**config.mk**
```make
export PLATFORM = sky130hd
export DESIGN_NAME = lock_pid_supervisor_flat
export DESIGN_NICKNAME = d
export VERILOG_FILES = /design/src/rtl/lock_pid_supervisor_if.sv /design/src/rtl/lock_pid_supervisor.sv /design/src/flat_wrapper.sv
export SDC_FILE = /design/constraint.sdc
export NUM_CORES = 1
export LEC_CHECK = 0
export ABC_AREA = 0
export CORE_MARGIN = 1.5
export CORE_UTILIZATION = 38
export CTS_CLUSTER_DIAMETER = 80
export CTS_CLUSTER_SIZE = 20
export DETAILED_ROUTE_END_ITERATION = 7
export PLACE_DENSITY = 0.66
export SETUP_SLACK_MARGIN = 0.15
export SYNTH_ARGS = -nofsm -noshare
export SYNTH_HDL_FRONTEND = slang
export SYNTH_SLANG_ARGS = --single-unit
```
**constraint.sdc**
```tcl
create_clock -name clk_i -period 3.2 [get_ports clk_i]
set_clock_uncertainty 0.1 [all_clocks]
set_input_delay 0.8 -clock clk_i [delete_from_list [all_inputs] [get_ports clk_i]]
set_output_delay 0.8 -clock clk_i [all_outputs]
set_load 0.01 [all_outputs]
```
**src/rtl/lock_pid_supervisor_if.sv**
```systemverilog
// Signal bundle between the PID lock supervisor and its environment (PID block, control registers).
// The slave modport is the supervisor's view; master is the driver/observer side.
interface lock_pid_supervisor_if #(
  parameter int CW = 16,
  parameter int LW = 8
);
  logic                 enable_i;
  logic                 relock_i;
  logic signed [14:0]   err_i;
  logic signed [13:0]   pid_out_i;
  logic        [13:0]   err_thr_i;
  logic        [12:0]   out_lim_i;
  logic        [CW-1:0] hold_cnt_i;
  logic        [CW-1:0] lock_cnt_i;
  logic        [CW-1:0] unlock_cnt_i;
  logic                 int_rst_o;
  logic                 pid_freeze_o;
  logic                 pid_ifreeze_o;
  logic                 locked_o;
  logic        [2:0]    state_o;
  logic        [LW-1:0] lost_cnt_o;

  modport slave (
    input  enable_i, relock_i, err_i, pid_out_i, err_thr_i, out_lim_i,
           hold_cnt_i, lock_cnt_i, unlock_cnt_i,
    output int_rst_o, pid_freeze_o, pid_ifreeze_o, locked_o, state_o, lost_cnt_o
  );

  modport master (
    output enable_i, relock_i, err_i, pid_out_i, err_thr_i, out_lim_i,
           hold_cnt_i, lock_cnt_i, unlock_cnt_i,
    input  int_rst_o, pid_freeze_o, pid_ifreeze_o, locked_o, state_o, lost_cnt_o
  );
endinterface

```
**src/rtl/lock_pid_supervisor.sv**
```systemverilog
// Lock supervisor for a PID loop: sequences integrator reset, acquisition, lock monitoring
// and hold, and counts lock-loss events. Outputs decode only from registered state.
//
// state   | meaning
// IDLE    | disabled, integrator held in reset
// RESET   | integrator reset for hold_cnt cycles
// ACQUIRE | waiting for lock_cnt in-window cycles; abort on unlock_cnt saturated cycles
// LOCKED  | lock declared; unlock_cnt bad cycles end it
// HOLD    | lock lost without relock, PID frozen until disabled
module lock_pid_supervisor #(
  parameter int CW = 16,
  parameter int LW = 8
) (
  input logic                  clk_i,
  input logic                  rstn_i,
  lock_pid_supervisor_if.slave sup
);

  localparam logic [2:0] ST_IDLE    = 3'd0;
  localparam logic [2:0] ST_RESET   = 3'd1;
  localparam logic [2:0] ST_ACQUIRE = 3'd2;
  localparam logic [2:0] ST_LOCKED  = 3'd3;
  localparam logic [2:0] ST_HOLD    = 3'd4;

  logic [2:0]    state_q, state_d;
  logic [CW-1:0] run_q, run_d;
  logic [CW-1:0] sat_q, sat_d;
  logic [LW-1:0] lost_q, lost_d;

  logic [14:0]   err_u, err_abs;
  logic [13:0]   out_u, out_abs;
  logic          in_win, out_sat, bad;
  logic [CW-1:0] hold_n, lock_n, unlock_n;
  logic [3:0]    dec;

  function automatic logic reached(input logic [CW-1:0] cnt, input logic [CW-1:0] thr);
    return ({1'b0, cnt} + (CW+1)'(1)) >= {1'b0, thr};
  endfunction

  function automatic logic [CW-1:0] sat_inc(input logic [CW-1:0] cnt);
    return (&cnt) ? cnt : cnt + CW'(1);
  endfunction

  // Two's-complement magnitude kept at full input width so the most negative code is exact.
  always_comb begin
    err_u    = sup.err_i;
    out_u    = sup.pid_out_i;
    err_abs  = err_u[14] ? (~err_u + 15'd1) : err_u;
    out_abs  = out_u[13] ? (~out_u + 14'd1) : out_u;
    in_win   = err_abs <= {1'b0, sup.err_thr_i};
    out_sat  = out_abs >= {1'b0, sup.out_lim_i};
    bad      = !in_win || out_sat;
    hold_n   = (sup.hold_cnt_i   == '0) ? CW'(1) : sup.hold_cnt_i;
    lock_n   = (sup.lock_cnt_i   == '0) ? CW'(1) : sup.lock_cnt_i;
    unlock_n = (sup.unlock_cnt_i == '0) ? CW'(1) : sup.unlock_cnt_i;
  end

  always_comb begin
    state_d = state_q;
    run_d   = '0;
    sat_d   = '0;
    lost_d  = lost_q;
    if (!sup.enable_i) begin
      state_d = ST_IDLE;
    end else begin
      case (state_q)
        ST_IDLE:  state_d = ST_RESET;
        ST_RESET: begin
          if (reached(run_q, hold_n)) state_d = ST_ACQUIRE;
          else                        run_d   = sat_inc(run_q);
        end
        // Lock wins over abort when both terminal counts land on the same edge.
        ST_ACQUIRE: begin
          if (in_win && reached(run_q, lock_n)) begin
            state_d = ST_LOCKED;
          end else if (out_sat && reached(sat_q, unlock_n)) begin
            state_d = ST_RESET;
          end else begin
            run_d = in_win  ? sat_inc(run_q) : '0;
            sat_d = out_sat ? sat_inc(sat_q) : '0;
          end
        end
        ST_LOCKED: begin
          if (bad) begin
            if (reached(run_q, unlock_n)) begin
              state_d = sup.relock_i ? ST_RESET : ST_HOLD;
              lost_d  = (&lost_q) ? lost_q : lost_q + LW'(1);
            end else begin
              run_d = sat_inc(run_q);
            end
          end
        end
        ST_HOLD:  state_d = ST_HOLD;
        default:  state_d = ST_IDLE;
      endcase
    end
  end

  always_ff @(posedge clk_i or negedge rstn_i) begin
    if (!rstn_i) begin
      state_q <= ST_IDLE;
      run_q   <= '0;
      sat_q   <= '0;
      lost_q  <= '0;
    end else begin
      state_q <= state_d;
      run_q   <= run_d;
      sat_q   <= sat_d;
      lost_q  <= lost_d;
    end
  end

  // {int_rst, freeze, ifreeze, locked}
  always_comb begin
    case (state_q)
      ST_ACQUIRE: dec = 4'b0000;
      ST_LOCKED:  dec = 4'b0001;
      ST_HOLD:    dec = 4'b0110;
      default:    dec = 4'b1010;
    endcase
  end

  assign sup.int_rst_o     = dec[3];
  assign sup.pid_freeze_o  = dec[2];
  assign sup.pid_ifreeze_o = dec[1];
  assign sup.locked_o      = dec[0];
  assign sup.state_o       = state_q;
  assign sup.lost_cnt_o    = lost_q;

endmodule
```
**src/flat_wrapper.sv**
```systemverilog
// flat-port wrapper written by rule: the top's interface ports become plain ports
module lock_pid_supervisor_flat 
#(
  parameter int CW = 16,
  parameter int LW = 8
)
  (clk_i, rstn_i, sup_enable_i, sup_relock_i, sup_err_i, sup_pid_out_i, sup_err_thr_i, sup_out_lim_i, sup_hold_cnt_i, sup_lock_cnt_i, sup_unlock_cnt_i, sup_int_rst_o, sup_pid_freeze_o, sup_pid_ifreeze_o, sup_locked_o, sup_state_o, sup_lost_cnt_o);
  lock_pid_supervisor_if #(.CW(CW), .LW(LW)) sup_i ();
  input logic clk_i;
  input logic rstn_i;
  input wire logic [$bits(sup_i.enable_i)-1:0] sup_enable_i;
  input wire logic [$bits(sup_i.relock_i)-1:0] sup_relock_i;
  input wire logic [$bits(sup_i.err_i)-1:0] sup_err_i;
  input wire logic [$bits(sup_i.pid_out_i)-1:0] sup_pid_out_i;
  input wire logic [$bits(sup_i.err_thr_i)-1:0] sup_err_thr_i;
  input wire logic [$bits(sup_i.out_lim_i)-1:0] sup_out_lim_i;
  input wire logic [$bits(sup_i.hold_cnt_i)-1:0] sup_hold_cnt_i;
  input wire logic [$bits(sup_i.lock_cnt_i)-1:0] sup_lock_cnt_i;
  input wire logic [$bits(sup_i.unlock_cnt_i)-1:0] sup_unlock_cnt_i;
  output wire logic [$bits(sup_i.int_rst_o)-1:0] sup_int_rst_o;
  output wire logic [$bits(sup_i.pid_freeze_o)-1:0] sup_pid_freeze_o;
  output wire logic [$bits(sup_i.pid_ifreeze_o)-1:0] sup_pid_ifreeze_o;
  output wire logic [$bits(sup_i.locked_o)-1:0] sup_locked_o;
  output wire logic [$bits(sup_i.state_o)-1:0] sup_state_o;
  output wire logic [$bits(sup_i.lost_cnt_o)-1:0] sup_lost_cnt_o;
  assign sup_i.enable_i = sup_enable_i;
  assign sup_i.relock_i = sup_relock_i;
  assign sup_i.err_i = sup_err_i;
  assign sup_i.pid_out_i = sup_pid_out_i;
  assign sup_i.err_thr_i = sup_err_thr_i;
  assign sup_i.out_lim_i = sup_out_lim_i;
  assign sup_i.hold_cnt_i = sup_hold_cnt_i;
  assign sup_i.lock_cnt_i = sup_lock_cnt_i;
  assign sup_i.unlock_cnt_i = sup_unlock_cnt_i;
  assign sup_int_rst_o = sup_i.int_rst_o;
  assign sup_pid_freeze_o = sup_i.pid_freeze_o;
  assign sup_pid_ifreeze_o = sup_i.pid_ifreeze_o;
  assign sup_locked_o = sup_i.locked_o;
  assign sup_state_o = sup_i.state_o;
  assign sup_lost_cnt_o = sup_i.lost_cnt_o;
  lock_pid_supervisor #(.CW(CW), .LW(LW)) u_core (.clk_i(clk_i), .rstn_i(rstn_i), .sup(sup_i));
endmodule
```
==> impl_metrics.csv <==
group,metric,value,unit
routing,drt_iter0_drc,266,
worst_setup_path,rrSetupSlack,-0.53,ns
floorplanning,num_rows,42,
floorplanning,die_x,119,um
yosys,synth_async_sr_flop_share,100,%
sta,holdWs,0.421,ns
yosys,netlist_instances,641,
worst_setup_path,critPathBufInv,6,
layout,syn2layout_area_growth,71.7,%
power_and_ir_drop,ir_worst_vdd,0.188,mV
layout,nNetsFinal,1159,
global_routing,grt_pass1_vias,6298,
worst_setup_path,cp_max_fo,8,
worst_setup_path,slowest_stage,"clkdlybuf4s50_1",
clock_tree,clk_pin_slew,0.07,ns
hold_path,hp-class,"reg -> reg",
power_and_ir_drop,cellPowerDensity,251,mW/mm^2
worst_setup_path,worst_path_most_repeated_cell,"buf_4",
place,place_congestion,0.920,
outcome,violations,"setup timing",
power_and_ir_drop,leakage,4.49,nW
layout,drive_gt1_share,31.5,%
sta,setup_violations,43,
yosys,synth_edf_count,0,
yosys,synthMuxAreaShare,0.614,%
routing,drcViolationCount,0,
worst_setup_path,slowest_delay,0.47,ns
routing,dr_total_vias,5831,
worst_setup_path,critical_path_class,"in -> reg",
yosys,synth_xor_area_share,10.3,%
sta,period_share,121,%
layout,fin_util,66.6,%
clock_tree,numCtsBuffers,5,
yosys,postSynthAreaPerCell,7.95,um^2
yosys,seq_area_frac_synth,21.1,%
worst_setup_path,crit_arrival,3.94,ns
global_routing,grt_usage,24.2,%
sta,max_freq,0.258,GHz
place,dp_slack,-1.27,ns
yosys,synth-compound-area-share,14.9,%
worst_setup_path,cp_top_family,"buffers and inverters",
worst_setup_path,cp-start-kind,"input port",
yosys,syn_area,0.00509,mm^2
clock_tree,hold_buffers,0,
clock_tree,cts_buffer_depth,2,
clock_tree,clk_latency,0.29,ns
routing,post_drt_wl_per_cell,14.9,um
yosys,synth_simple_gate_area_share,21.5,%
outcome,run_status,"finished, violations left",
yosys,synth_fa_ha_area_share,23.6,%
clock_tree,htreeDepth,2,
floorplanning,die_area,0.0141,mm^2
sta,min_period,3.87,ns
sta,slew_violations,0,
floorplanning,core_area,0.0131,mm^2
routing,vias_per_cell,5.15,
clock_tree,cts_tree,"built",
power_and_ir_drop,p_total,2.20,mW
global_routing,grt_pass1_wl,28300,um
routing,first_pass_iters,5,
yosys,ys_types,48,
floorplanning,ios,123,
job,maxCapViolations,0,
sta,maxSlewHeadroom,32.5,%
yosys,synth_seq_cells,43,
routing,drtAntennaViolNets,0,
sta,fin_tns_setup,-26.65,ns
place,post-dp-hpwl,13300,um
layout,final_common_cell,"buf_4",
sta,tightest_slew,1.01,ns
floorplanning,start_util,38.8,%
worst_setup_path,reg2reg_depth,17,
clock_tree,ctsRootBufferMaster,"clkbuf_16",
global_routing,grt_max_degree,44,
hold_path,worstHoldPathCells,1,
layout,diodes,0,
worst_setup_path,worst-path-stages,19,
sta,setup_ws,-0.669,ns
layout,n_fill_cell,1092,
floorplanning,fp.dieH,119,um
layout,final_cell_mix,"buf_4 (181), clkdlybuf4s50_1 (102), ha_1 (94)",
place,io_buffers,122,
yosys,synth_warnings,0,
global_routing,overflow,0,
worst_setup_path,end_kind,"flip-flop",
sta,rsz0062_at_grt,"yes",
yosys,syn_nets,845,
yosys,ys.flop_type,"dfrtp_1",
worst_setup_path,required,3.27,ns
worst_setup_path,crit_chain,"clkdlybuf4s50_1 > inv_2 > ha_4 > buf_4 > buf_4 > nand2_1 > nand2_1 > xnor2_1 > ha_1 > a21oi_1 > or3_1 > o211ai_1 > nor3_2 > buf_4 > a22oi_2 > nor3_4 > o221ai_4 > clkbuf_16 > nor2_4",
global_routing,antenna_found_initial,0,
routing,wl,16900,um
sta,hold_viol,0,
yosys,synth_top_family_by_area,"adder cells",
clock_tree,cts_num_sinks,43,
## cell families after synthesis
| group | Yosys count |
|---|---|
| AO/OA/AOI/OAI | 120 |
| buffers and inverters | 107 |
| adder cells (fa/ha/maj) | 96 |
| multiplexers | 3 |
| flip-flops | 43 |
| XOR/XNOR | 60 |
| AND/OR/NAND/NOR | 212 |
## path summary, 6_finish.rpt
| check | from | end |
|---|---|---|
| worst min-delay path | u_core.sup.lost_cnt_o[7] | u_core.sup.lost_cnt_o[7] |
| worst max register to register | u_core.run_q[1] | u_core.sup.lost_cnt_o[3] |
| worst min register to register | u_core.sup.lost_cnt_o[7] | u_core.sup.lost_cnt_o[7] |
| worst max-delay path | sup_pid_out_i[1] | u_core.run_q[0] |
| max in group asynchronous | rstn_i | u_core.sat_q[4] |
| min in group asynchronous | rstn_i | u_core.run_q[9] |
## per-stage QoR
stage	area, um^2	std cells
2_1_floorplan	5280	641
3_3_place_gp	7970	1102
3_5_place_dp	7970	1102
4_1_cts	8580	1125
5_1_grt	8750	1132
6_report	8750	1132
## Yosys cell counts, drive strengths merged, types with 3 or more instances
library cell,n,area share [%]
and4,4,0.69
nor4,15,1.8
nor3,15,1.8
or3,3,0.37
inv,97,7.1
nor4b,4,0.81
a41o,3,0.59
ha,96,24
nand2b,3,0.37
o41ai,3,0.52
nor2,60,4.4
or4,3,0.59
clkbuf,9,0.66
and2,3,0.37
nor2b,4,0.49
a21o,12,1.8
nand3,27,2.7
nand4,16,2.0
o21ai,26,2.6
xnor2,41,7.0
o31ai,7,1.0
xor2,19,3.3
a21boi,3,0.44
nand2,36,2.7
dfrtp,43,21
and3,15,1.8
o21a,4,0.59
a21oi,40,3.9
a211oi,8,1.2
## per-layer routing
metal / wire (um) / GRT usage (%)
met3: 765 / 3.19
met1: 7100 / 28.8
met2: 8680 / 45.3
met5: 0 / 0
met4: 317 / 6.78
## final cells by class
type                       count  area [um^2]  area share (%)
multi-input combinational    491         4180            47.8
timing repair buffer         317         2760            31.5
sequential                    43         1080            12.3
inverter                      97          364            4.16
tap                          176          220            2.52
clock buffer                   5          125            1.43
clock inverter                 3         23.8           0.272
## sequential cells by signal, summed over array words and instances, names as in the netlist
| signal | count |
|---|---|
| u_core.sup.state_o | 3 |
| u_core.run_q | 16 |
| u_core.sup.lost_cnt_o | 8 |
| u_core.sat_q | 16 |
## repair_timing
| item | CTS | global route |
|---|---|---|
| buffers inserted | 13 | 7 |
| setup endpoints to repair | 43 | 43 |
| pin swaps | 46 | 30 |
| endpoints found under the hold margin | 0 | 0 |
| cloned | 2 | 0 |
| resized for setup | 104 | 51 |
## power breakdown
| group | switching [mW] | internal, mW |
|---|---|---|
| registers | 0.0310 | 0.558 |
| clock network | 0.233 | 0.292 |
| logic | 0.512 | 0.571 |
Power figures use the tool's default switching activity.
